**config.mk**
```make
export PLATFORM = sky130hd
export DESIGN_NAME = clk_switch_ctrl
export DESIGN_NICKNAME = d
export VERILOG_FILES = /design/src/rtl/clk_switch_ctrl.sv
export SDC_FILE = /design/constraint.sdc
export NUM_CORES = 1
export LEC_CHECK = 0
export CAP_MARGIN = 20
export CELL_PAD_IN_SITES_DETAIL_PLACEMENT = 0
export CELL_PAD_IN_SITES_GLOBAL_PLACEMENT = 1
export CORE_MARGIN = 3
export CORE_UTILIZATION = 35
export CTS_CLUSTER_SIZE = 24
export DETAILED_ROUTE_END_ITERATION = 6
export GPL_TIMING_DRIVEN = 0
export PLACE_DENSITY_LB_ADDON = 0.1
export SYNTH_ARGS = -nofsm -noshare
export SYNTH_HDL_FRONTEND = slang
export SYNTH_SLANG_ARGS = --single-unit
export TNS_END_PERCENT = 100
```
**constraint.sdc**
```tcl
create_clock -name clk -period 2.2 [get_ports clk]
set_input_delay 0.44 -clock clk [delete_from_list [all_inputs] [get_ports clk]]
set_output_delay 0.44 -clock clk [all_outputs]
set_load 0.03 [all_outputs]
```
**src/rtl/clk_switch_ctrl.sv**
```systemverilog
// ---------------------------------------------------------------------------
// clk_switch_ctrl
//
// Round-robin arbitrating controller for a glitch-free two-source clock mux.
// Requesters ask for a clock source. The winner's target is compared with the
// current mux select. If a change is needed, sel_en toggles and is held for
// SETTLE_CYCLES before the winner is acknowledged. The block runs on an
// always-on system clock and never on either muxed clock.
//
// Optional feature macro: CLKSW_HOLDOFF_EN
//   When it is defined, a DONE that followed a real toggle enters HOLD for
//   HOLDOFF cycles, with busy held high. This bounds the switch rate.
//   When it is undefined, HOLD does not exist and DONE always returns to IDLE.
//
// Parameters:
//   NREQ          number of requesters (>= 2)
//   SETTLE_CYCLES clk cycles sel_en is stable before ack (>= 1)
//   HOLDOFF       idle cycles after a real switch (>= 1, macro build only)
//
// Ports:
//   clk      in   always-on controller clock
//   rst_n    in   asynchronous active-low reset
//   req      in   [NREQ] per-requester request level
//   req_sel  in   [NREQ] per-requester target source (1 = clka, 0 = clkb)
//   ack      out  [NREQ] one-hot, one-cycle completion pulse
//   sel_en   out  registered mux select (drives mux en)
//   busy     out  high whenever the FSM is not idle
// ---------------------------------------------------------------------------
module clk_switch_ctrl #(
    parameter int NREQ          = 4,
    parameter int SETTLE_CYCLES = 8,
    parameter int HOLDOFF       = 16
) (
    input  logic            clk,
    input  logic            rst_n,
    input  logic [NREQ-1:0] req,
    input  logic [NREQ-1:0] req_sel,
    output logic [NREQ-1:0] ack,
    output logic            sel_en,
    output logic            busy
);

    localparam int PW      = (NREQ > 1) ? $clog2(NREQ) : 1;
    localparam int CNT_MAX = (SETTLE_CYCLES > HOLDOFF) ? SETTLE_CYCLES : HOLDOFF;
    localparam int CW      = $clog2(CNT_MAX + 1);

    localparam logic [PW-1:0] PTR_RST = PW'(NREQ - 1);

    typedef enum logic [1:0] {
        ST_IDLE   = 2'd0,
        ST_SWITCH = 2'd1,
        ST_DONE   = 2'd2
`ifdef CLKSW_HOLDOFF_EN
        , ST_HOLD = 2'd3
`endif
    } state_t;

    state_t          state_reg, state_next;
    logic [CW-1:0]   cnt_reg, cnt_next;
    logic [PW-1:0]   ptr_reg, ptr_next;
    logic [PW-1:0]   win_reg, win_next;
    logic            sel_en_reg, sel_en_next;
    logic [NREQ-1:0] ack_reg, ack_next;
    logic [NREQ-1:0] served_reg;
    logic [NREQ-1:0] req_q, req_sel_q;
`ifdef CLKSW_HOLDOFF_EN
    logic            toggled_reg, toggled_next;
`endif

    // Arbitration signals
    logic [NREQ-1:0] eligible;
    logic            win_found;
    logic [PW-1:0]   win_idx;
    logic [PW-1:0]   cand_idx;

    // Round robin: scan upward from the index after the pointer, wrapping.
    // The pointer's own index is checked last.
    always_comb begin
        eligible  = req_q & ~served_reg;
        win_found = 1'b0;
        win_idx   = '0;
        cand_idx  = '0;
        for (int k = 1; k <= NREQ; k++) begin
            cand_idx = PW'((int'(ptr_reg) + k) % NREQ);
            if (!win_found && eligible[cand_idx]) begin
                win_found = 1'b1;
                win_idx   = cand_idx;
            end
        end
    end

    always_comb begin
        state_next  = state_reg;
        cnt_next    = cnt_reg;
        ptr_next    = ptr_reg;
        win_next    = win_reg;
        sel_en_next = sel_en_reg;
        ack_next    = '0;
`ifdef CLKSW_HOLDOFF_EN
        toggled_next = toggled_reg;
`endif
        case (state_reg)
            ST_IDLE: begin
                if (win_found) begin
                    win_next = win_idx;
                    ptr_next = win_idx;
                    if (req_sel_q[win_idx] == sel_en_reg) begin
                        // Already on the requested source: acknowledge at once.
                        state_next = ST_DONE;
                        ack_next[win_idx] = 1'b1;
`ifdef CLKSW_HOLDOFF_EN
                        toggled_next = 1'b0;
`endif
                    end else begin
                        sel_en_next = ~sel_en_reg;
                        cnt_next    = CW'(SETTLE_CYCLES - 1);
                        state_next  = ST_SWITCH;
`ifdef CLKSW_HOLDOFF_EN
                        toggled_next = 1'b1;
`endif
                    end
                end
            end
            ST_SWITCH: begin
                if (cnt_reg == '0) begin
                    state_next = ST_DONE;
                    ack_next[win_reg] = 1'b1;
                end else begin
                    cnt_next = cnt_reg - CW'(1);
                end
            end
            ST_DONE: begin
`ifdef CLKSW_HOLDOFF_EN
                if (toggled_reg) begin
                    cnt_next   = CW'(HOLDOFF - 1);
                    state_next = ST_HOLD;
                end else begin
                    state_next = ST_IDLE;
                end
`else
                state_next = ST_IDLE;
`endif
            end
`ifdef CLKSW_HOLDOFF_EN
            ST_HOLD: begin
                if (cnt_reg == '0) begin
                    state_next = ST_IDLE;
                end else begin
                    cnt_next = cnt_reg - CW'(1);
                end
            end
`endif
            default: state_next = ST_IDLE;
        endcase
    end

    // The ack is registered so it is high in exactly the DONE cycle.
    // served latches on ack and drops in any cycle the request is low, so a
    // held request is granted only once.
    always_ff @(posedge clk or negedge rst_n) begin
        if (!rst_n) begin
            state_reg  <= ST_IDLE;
            cnt_reg    <= '0;
            ptr_reg    <= PTR_RST;
            win_reg    <= '0;
            sel_en_reg <= 1'b0;
            ack_reg    <= '0;
            served_reg <= '0;
            req_q      <= '0;
            req_sel_q  <= '0;
`ifdef CLKSW_HOLDOFF_EN
            toggled_reg <= 1'b0;
`endif
        end else begin
            state_reg  <= state_next;
            cnt_reg    <= cnt_next;
            ptr_reg    <= ptr_next;
            win_reg    <= win_next;
            sel_en_reg <= sel_en_next;
            ack_reg    <= ack_next;
            served_reg <= (served_reg | ack_reg) & req_q;
            req_q      <= req;
            req_sel_q  <= req_sel;
`ifdef CLKSW_HOLDOFF_EN
            toggled_reg <= toggled_next;
`endif
        end
    end

    assign ack    = ack_reg;
    assign sel_en = sel_en_reg;
    assign busy   = (state_reg != ST_IDLE);

endmodule
```
---- Word level (Yosys, flattened, before mapping) ----
Cells that the tools add are included.
word-level totals
  register bits after elaboration ......... 28
  output and inout bits ................... 6
  word-level logic and storage cells ...... 84
cells by class
  add/subtract/negate cells ............... 5
  order comparisons ....................... 8
  equal/unequal tests ..................... 6
  mux-type cells .......................... 34
  bitwise gates (word level) .............. 6
  reductions and logical operators ........ 16
operators by type and width
  kind                                                        count
  less-than comparator 2 x 3 -> 1 bit, second input constant  6
  two-way mux 5 bit                                           3
  two-way mux 2 bit                                           7
  two-way mux 4 bit                                           3
  two-way mux 1 bit                                           11
  binary-select mux 1 bit (select 2 bit)                      5
  case mux 5 bit (2 select lines)                             1
  AND 4 bit                                                   2
  != test 2 bit, second input constant                        4
  case mux 4 bit (2 select lines)                             1
  logical AND 1 bit                                           5
  logical NOT 5 bit                                           1
  subtractor 5 x 1 -> 5 bit, second input constant            1
  adder 2 x 1 -> 2 bit, second input constant                 2
  adder 2 bit, second input constant                          2
  demux 1 bit (select 2 bit)                                  2
  >= comparator 2 x 1 -> 1 bit, second input constant         2
  inverter 4 bit                                              1
  bitwise OR 4 bit                                            1
  case mux 2 bit (2 select lines)                             1
  AND reduction 2 bit                                         2
  AND reduction 4 bit                                         1
  nonzero test 2 bit                                          2
  logical NOT 1 bit                                           3
  5 further kinds                                             6

---- Longest topological paths before layout ----
  word-level depth ........................ 21
  depth in mapped cells ................... 8

---- Worst setup path before layout ----
No wires, ideal clock.
  kind .................................... register -> register
  start ................................... register served_reg[1]
  end ..................................... register ack_reg[1] (netlist: ack[1])
  setup time .............................. 0.101 ns
  arrival ................................. 1.769 ns
  data required time ...................... 2.099 ns
  slack ................................... 0.331 ns
  stages on the path, launching flop included .. 8
  path buffers ............................ 0
  clock period less this slack ............ 1.869 ns
  path through ............................ dfrtp_1 nand2b_1 o32a_1 nand2_4 mux2i_1 mux2i_4 xor2_2 o32ai_1
between the ends
  cells in the longest elaborated chain, start to end .. 21
  elaborated cells between the ends (all ways) .. 35
  those cells by class .................... 2 x order compare; 1 x eq/ne; 23 x mux; 2 x bitwise; 7 x reduce/logical
RTL lines
  item                                                                                                              line  RTL
  start: declaration                                                                                                64    logic [NREQ-1:0] served_reg;
  start signal: assignment                                                                                          181   served_reg <= (served_reg | ack_reg) & req_q;
  inverter 4 bit *                                                                                                  79    eligible = req_q & ~served_reg;
  AND 4 bit *                                                                                                       79
  binary-select mux 1 bit (select 2 bit)                                                                            85    if (!win_found && eligible[cand_idx]) begin
  two-way mux 1 bit (not written as such)                                                                           85
  two-way mux 1 bit                                                                                                 85
  logical NOT 1 bit                                                                                                 85
  logical AND 1 bit                                                                                                 85
  two-way mux 1 bit                                                                                                 85
  (+6 left out)                                                                                                     -
  less-than comparator 2 x 3 -> 1 bit (not written as such) / >= comparator 2 x 1 -> 1 bit (equally long branches)  110   ack_next[win_idx] = 1'b1;
  logical AND 1 bit (not written as such)                                                                           110
  two-way mux 1 bit (not written as such)                                                                           110
  demux 1 bit (select 2 bit)                                                                                        110
  two-way mux 4 bit                                                                                                 107   if (req_sel_q[win_idx] == sel_en_reg) begin
  two-way mux 4 bit *                                                                                               104   if (win_found) begin
  case mux 4 bit (2 select lines) *                                                                                 102   case (state_reg)
  named net ack_next[1]                                                                                             63    logic [NREQ-1:0] ack_reg, ack_next;
  end signal: assignment                                                                                            180   ack_reg <= ack_next;
  end: declaration                                                                                                  63
The timed path passes the listed nets; every way through them passes the cells marked *. The select of a mux whose other input is x is not followed.
A chain may end at the register's enable or synchronous reset.

---- Final worst setup path ----
Ends and elaborated chain as after synthesis.

==> impl_metrics.env <==
export IMPL_status="complete, no violations"
export IMPL_cts_tree="done"
export IMPL_drc=0
export IMPL_yosysSeqAreaShare_pct=52.6
export IMPL_die_area_mm2=0.00460
export IMPL_maxSlewViolCount=0
export IMPL_drv_cap=0
export IMPL_syn2layout_area_growth_pct=28.3
export IMPL_r2r_slack_ns=0.1
export IMPL_routed_wl_um=2550
export IMPL_seq_area_um2=703
export IMPL_hold_path_end="served_reg[0]$_DFF_PN0_"
export IMPL_finClkSkew_ns=0.00961
export IMPL_drt_iter0_drc=43
export IMPL_grt_usage_pct=13.0
export IMPL_start_util_pct=38.3
export IMPL_die_h_um=67.8
export IMPL_dr_total_vias=960
export IMPL_switching_share_pct=39.7
export IMPL_largest_reg_flops=5
export IMPL_routedWlPerCell_um=13.6
export IMPL_ios=16
export IMPL_arrival_ns=2.27
export IMPL_p_clk_share_pct=16.1
export IMPL_n_antenna_cell=0
export IMPL_p_seq_share_pct=34.0
export IMPL_cts_buffer_depth=2
export IMPL_place_congestion=0.810
export IMPL_die_x_um=67.8
export IMPL_fin_nets=155
export IMPL_ctsHoldBuffers=0
export IMPL_hpwl_um=1970
export IMPL_nFillCells=321
export IMPL_grt_pass1_wl_um=4430
export IMPL_cp_end_kind="flop"
export IMPL_reg2reg_from="served_reg[1]$_DFF_PN0_"
export IMPL_post_place_ws_ns=0.0347
export IMPL_rsz0062_at_grt="yes"
export IMPL_clockRootBuffer="clkbuf_8"
export IMPL_fin_ws_ns=0.0987
export IMPL_relSlewSlack_pct=50.9
export IMPL_power_share_combinational_pct=49.9
export IMPL_cts_sinks=28
export IMPL_setup_violations=0
export IMPL_synth_area_mm2=0.00134
export IMPL_clk_pin_slew_ns=0.10
export IMPL_overflow=0
export IMPL_timing_final_crit_share_pct=95.5
export IMPL_yosys_most_used_dff="dfrtp_1"
export IMPL_insertion_delay_ns=0.27
export IMPL_grt_max_degree=17
export IMPL_criticalPathCategory="flop to flop"
export IMPL_ant_nets=0
export IMPL_p_leak_nw=0.730
export IMPL_cp_max_fo=5
export IMPL_synth_seq_cells=28
export IMPL_firstDrtPassIters=4
export IMPL_fin_tns_setup_ns=0
export IMPL_syn_num_nets=132
export IMPL_syn_area_per_cell_um2=11.1
export IMPL_cellPowerDensity_mw_per_mm2=1430
export IMPL_peakVddDrop_mv=0.627
export IMPL_viasPerCell=5.11
export IMPL_fin_crit_ns=2.10
export IMPL_ff2ff_path_depth=6
export IMPL_required_ns=2.37
export IMPL_numCtsBuffers=3
export IMPL_total_power_mw=2.45
export IMPL_yosysWarnings=0
export IMPL_drive_above_1_share_pct=20.4
export IMPL_hold_path_startpoint="served_reg[0]$_DFF_PN0_"
export IMPL_dpl_cell_count=182
export IMPL_clock_fmax_ghz=0.476
export IMPL_hold_violations=0
export IMPL_synth_edf_count=0
export IMPL_p_switching_uw=975
export IMPL_min_path_cells=1
export IMPL_htree_levels=1
export IMPL_startpoint_type="flop"
export IMPL_synthDistinctLibCells=45
export IMPL_multi_input_area_um2=666
export IMPL_antenna_found_initial=0
export IMPL_instances_no_fill=188
export IMPL_portBuffers=15
export IMPL_intPower_mw=1.48
export IMPL_async_flop_share_pct=100
export IMPL_rows=21
export IMPL_fp_coreArea_mm2=0.00349
export IMPL_hp_class="flop to flop"
export IMPL_reg2reg_to="ack[1]$_DFF_PN0_"
export IMPL_syn_instance_count=120
export IMPL_grt_pass1_vias=972
export IMPL_worstMarginPinSlew_ns=0.734
## synthesized netlist by cell type (all sizes together) (2+ instances only)
| cell type | instances | area [um^2] |
|---|---|---|
| nor4 | 2 | 18.8 |
| mux2i | 3 | 42.5 |
| o31ai | 2 | 28.8 |
| buf | 2 | 15.0 |
| nor3 | 3 | 15.0 |
| ha | 2 | 25.0 |
| o21ai | 6 | 30.0 |
| dfrtp | 26 | 651 |
| inv | 3 | 11.3 |
| a21o | 2 | 15.0 |
| nand3 | 2 | 10.0 |
| a21boi | 2 | 15.0 |
| dfstp | 2 | 52.6 |
| or2 | 2 | 12.5 |
| nand2b | 3 | 18.8 |
| and2b | 3 | 28.8 |
| nand2 | 12 | 52.6 |
| or3 | 2 | 12.5 |
| o21a | 4 | 30.0 |
| nor2 | 15 | 58.8 |
| xor2 | 2 | 25.0 |
| a21oi | 3 | 15.0 |
| o41ai | 2 | 17.5 |
| o221ai | 2 | 23.8 |
| xnor2 | 4 | 35.0 |
## placed cells by master, fill, tap and decap left out, types with 3 or more instances in the layout
cell type / count
dfrtp_1: 26
o21a_1: 4
nor3_1: 3
a21oi_1: 3
clkbuf_8: 3
buf_4: 4
nand2b_1: 3
xnor2_1: 3
o21ai_1: 3
o21ai_0: 3
clkdlybuf4s50_1: 15
nand2_1: 11
nor2_1: 14
## worst max path at each step
stage / cells past startpoint / end / from
2_1_floorplan: 7 / ack[1]$_DFF_PN0_ / served_reg[1]$_DFF_PN0_
3_3_place_gp: 7 / ack[3]$_DFF_PN0_ / served_reg[1]$_DFF_PN0_
3_5_place_dp: 7 / ack[1]$_DFF_PN0_ / served_reg[1]$_DFF_PN0_
4_1_cts: 7 / ack[1]$_DFF_PN0_ / served_reg[1]$_DFF_PN0_
5_1_grt: 6 / ack[1]$_DFF_PN0_ / served_reg[1]$_DFF_PN0_
6_report: 6 / ack[1]$_DFF_PN0_ / served_reg[1]$_DFF_PN0_
## logic make-up (layout without fill, tap and decap cells)
family | Yosys count | count (layout) | share of synthesized area, %
flip-flops | 28 | 28 | 52.6
buffers and inverters | 5 | 27 | 1.96
multiplexers | 3 | 3 | 3.18
adder cells (fa/ha/maj) | 2 | 2 | 1.87
AND/OR/NAND/NOR | 48 | 48 | 19.9
AO/OA/AOI/OAI | 28 | 28 | 16.0
XOR/XNOR | 6 | 6 | 4.49
## critical path: stages, from the launching register on
cell	delay, ns
dfrtp_1	0.39
and2b_4	0.28
nor2_2	0.06
o31ai_4	0.37
mux2i_4	0.46
xor2_4	0.16
o32ai_2	0.29
## timing repair
action,CTS,global route
buffers inserted,0,2
endpoints found under the hold margin,0,0
setup endpoints to repair,0,7
gates resized for setup,0,8
## cell type report
cell class	count	area share, %
tap	46	3.35
timing repair buffer	18	11.2
sequential	28	41.0
buffer	2	0.875
multi-input combinational	87	38.8
inverter	3	0.656
clock inverter	1	1.75
clock buffer	3	2.41
## stage by stage
step	cell area, um^2	hold WS (ns)	utilization (%)
floorplan	1340	0.144	-
global placement	1550	0.455	44.2
detailed placement	1570	0.460	45.0
CTS	1640	0.484	47.0
global route	1720	0.521	49.1
finish	1720	0.488	49.1
## power by group through the flow
| stage | sequential [mW] | clock, mW | combinational (mW) |
|---|---|---|---|
| global route | 0.862 | 0.436 | 1.34 |
| detailed placement | 0.842 | 0 | 1.08 |
| CTS | 0.831 | 0.409 | 1.09 |
| global placement | 0.837 | 0 | 1.07 |
| finish | 0.834 | 0.396 | 1.23 |
| floorplan | 0.871 | 0 | 0.760 |
## layer usage
layer | wire length, um | vias up | global-route usage, %
met5 | 0 | - | 0
met4 | 14 | 0 | 4.47
met3 | 58 | 2 | 1.97
met2 | 1340 | 9 | 22.4
met1 | 1140 | 477 | 16.7
li1 | - | 472 | -
Power figures use the tool's default switching activity.
